==> config.mk <==
export PLATFORM = sky130hd
export DESIGN_NAME = axis_ready_pattern
export DESIGN_NICKNAME = d
export VERILOG_FILES = /design/src/rtl/gap_junction_result_checker_axis_ready_pattern.sv
export SDC_FILE = /design/constraint.sdc
export NUM_CORES = 1
export LEC_CHECK = 0
export CAP_MARGIN = 15
export CORE_AREA = 2 2 39 41
export DETAILED_ROUTE_END_ITERATION = 8
export DIE_AREA = 0 0 41 43
export GPL_TIMING_DRIVEN = 1
export PLACE_DENSITY = 0.3
export SKIP_LAST_GASP = 1
export SLEW_MARGIN = 30
export SYNTH_ARGS = -nofsm -noshare
export SYNTH_HDL_FRONTEND = slang
export SYNTH_SLANG_ARGS = --single-unit
==> constraint.sdc <==
create_clock -name clk -period 0.86 [get_ports clk]
set_input_delay 0.086 -clock clk [delete_from_list [all_inputs] [get_ports clk]]
set_output_delay 0.086 -clock clk [all_outputs]
set_load 0.05 [all_outputs]
==> src/rtl/gap_junction_result_checker_axis_ready_pattern.sv <==
// Rotating tready enable mask; bit 0 of the pattern gates the sink's ready each cycle.
module axis_ready_pattern #(
  parameter logic [7:0] PATTERN = 8'hFF
) (
  input  logic clk,
  input  logic reset,
  output logic o_ready_en
);

  logic [7:0] r_pattern;

  always_ff @(posedge clk) begin
    if (reset) begin
      r_pattern <= PATTERN;
    end else begin
      r_pattern <= {r_pattern[6:0], r_pattern[7]};
    end
  end

  assign o_ready_en = r_pattern[0];

endmodule

==> flow_summary.json <==
{
  "cts.sinks": 8,
  "cts-root-buf": "clkbuf_4",
  "tightest_slew_ps": 211.8,
  "drt_wl_total_um": 284,
  "ios": 3,
  "synth_cell_types": 2,
  "slew_headroom": 0.8584,
  "io_buffers": 2,
  "max_flop_register": "r_pattern",
  "total_power_uw": 656.1,
  "setup_viol_count_final": 0,
  "worst_setup_path_start_kind": "flop",
  "rows": 14,
  "cp.required_ps": 770,
  "fillerInstances": 149,
  "slew_violations": 0,
  "ys.flop_type": "dfxtp_1",
  "cts.path.max_buffers": 2,
  "synth_area_sq_um": 210.2,
  "postLayoutCoreUtil": 0.2052,
  "grt_max_degree": 9,
  "htreeDepth": 1,
  "synth_edf_count": 0,
  "max_freq_mhz": 1236,
  "cp_slowest_cell": "dfxtp_2",
  "post-cts-setup-buffer-count": 0,
  "grt_usage": 0.05131,
  "finalHoldViolCount": 0,
  "grt_overflow_total": 0,
  "rrSetupSlack_ps": 220,
  "dpl_cell_area_sq_um": 260.3,
  "viasPerCell": 3.162,
  "clk_pin_slew_ps": 50,
  "cp-end-kind": "output port",
  "yosysSeqAreaShare": 0.7619,
  "synth_commonest_cells": "dfxtp_1 (8), or2_1 (8)",
  "synthCells": 16,
  "top_regs": "r_pattern x8",
  "reg2reg_to": "r_pattern[1]",
  "leakagePower_uw": 0.00009836,
  "ys_warn_count": 0,
  "nets": 25,
  "holdBufCountCts": 0,
  "power.density_mw_per_mm2": 2310,
  "design.die.area_sq_mm": 0.001763,
  "finalClockSkew_ps": 0.8719,
  "slowest_delay_ps": 340,
  "grt_pass1_wl_um": 476,
  "hpwl_um": 170.5,
  "drt_iter0_drc": 0,
  "stdcell_area_sq_um": 284.0,
  "fin_crit_ps": 809.3,
  "rr_worst_depth": 1,
  "num_antenna_cells": 0,
  "vdd_ir_drop_max_v": 0.0008119,
  "cp_cell_sequence": "buf_12",
  "rsz0062_at_grt": "false",
  "yosysTopAreaCell": "dfxtp_1",
  "crit_family": "flip-flops",
  "clock_latency_ps": 250,
  "synth_fp_nets": 18,
  "antenna_found_initial": 0,
  "first_global_vias": 116,
  "drc": 0,
  "critPathMaxFanout": 2,
  "drive_gt1_frac": 0.2381,
  "synth_top_area_frac": 0.7619,
  "path_depth": 1,
  "finalCritPeriodShare": 0.9411,
  "dr_total_vias": 117,
  "cts_tree": "done",
  "largest_register_ffs": 8,
  "r2r-start": "r_pattern[0]",
  "ys_ff_latch": 8,
  "core_sq_mm": 0.001384,
  "critPathKind": "flop to output port",
  "hold_path.class": "flop to flop",
  "die_h_um": 43,
  "cp_data_arrival_time_ps": 720,
  "synth_area_leaders": "dfxtp_1 (76%), or2_1 (24%)",
  "drv_cap": 0,
  "routabilityCongestion": 0.6118,
  "outcome": "completed",
  "antenna_left": 0,
  "wl_per_cell_um": 7.676,
  "first_pass_iters": 1,
  "crit_start": "r_pattern[0]",
  "numCtsBuffers": 3,
  "cp-endpoint": "o_ready_en",
  "syn_to_final_growth_pct": 35.12,
  "synthArstFlopShare": 0,
  "die_x_um": 41,
  "start_util": 0.1519,
  "path_buf_inv": 1,
  "synth.avg_cell_area_sq_um": 13.14
}
## final cells by class
cell class              count  area (sq um)  share of cell area
clock buffers               3         22.52             0.07930
multi-input cells           8         50.05              0.1762
flip-flops and latches      8         161.4              0.5683
well taps                  16         20.02             0.07048
repair buffers              2         30.03              0.1057
## placed cells by master (no fill, tap or decap)
master	instances
or2_1	8
dfxtp_1	7
clkbuf_4	3
clkdlybuf4s50_1	1
buf_12	1
dfxtp_2	1
## where the power goes
group / leakage (uW) / total [uW] / switching, uW / internal (uW)
sequential: 0.0000643 / 371 / 0.000000000000235 / 371
combinational: 0.0000203 / 8.03 / 3.94 / 4.08
clock: 0.0000138 / 277 / 118 / 159
## cells by family (layout without fill, tap and decap cells)
kind of cell	Yosys count	in the layout	share of synthesized area
AND/OR/NAND/NOR	8	8	0.2381
buffers and inverters	0	5	0
flip-flops	8	8	0.7619
## worst min-delay path by stage
| stage | start | endpoint | slack [ps] | cells after the start |
|---|---|---|---|---|
| after floorplan | reset | r_pattern[6] | 180 | 1 |
| after global placement | r_pattern[3] | r_pattern[4] | 390 | 1 |
| after detailed placement | r_pattern[4] | r_pattern[5] | 390 | 1 |
| after CTS | r_pattern[4] | r_pattern[5] | 400 | 1 |
| after global routing | r_pattern[4] | r_pattern[5] | 420 | 1 |
| final | r_pattern[4] | r_pattern[5] | 400 | 1 |
## per-stage QoR
step / setup WS [ps] / hold slack [ps] / instances / TNS (ps)
after detailed placement: -141.6 / 390.6 / 34 / -1068
after global routing: 16.79 / 415.8 / 37 / 0
after floorplan: 25.50 / 183.1 / 16 / 0
final: 50.68 / 400.1 / 37 / 0
after CTS: 1.179 / 403.3 / 37 / 0
after global placement: -135.6 / 387.5 / 34 / -892.0
## metal layers
metal,part of all wire,vias up,track usage
met2,0.38,2,0.03750
met3,0.092,2,0.05236
li1,-,58,-
met4,0.014,0,0.08000
met1,0.51,55,0.05502
met5,0,-,0
## what timing repair did
action	CTS	global route
resized for setup	0	1
endpoints found under the hold margin	0	0
endpoints found under the setup margin	0	1
(Power assumes the default switching activity.)
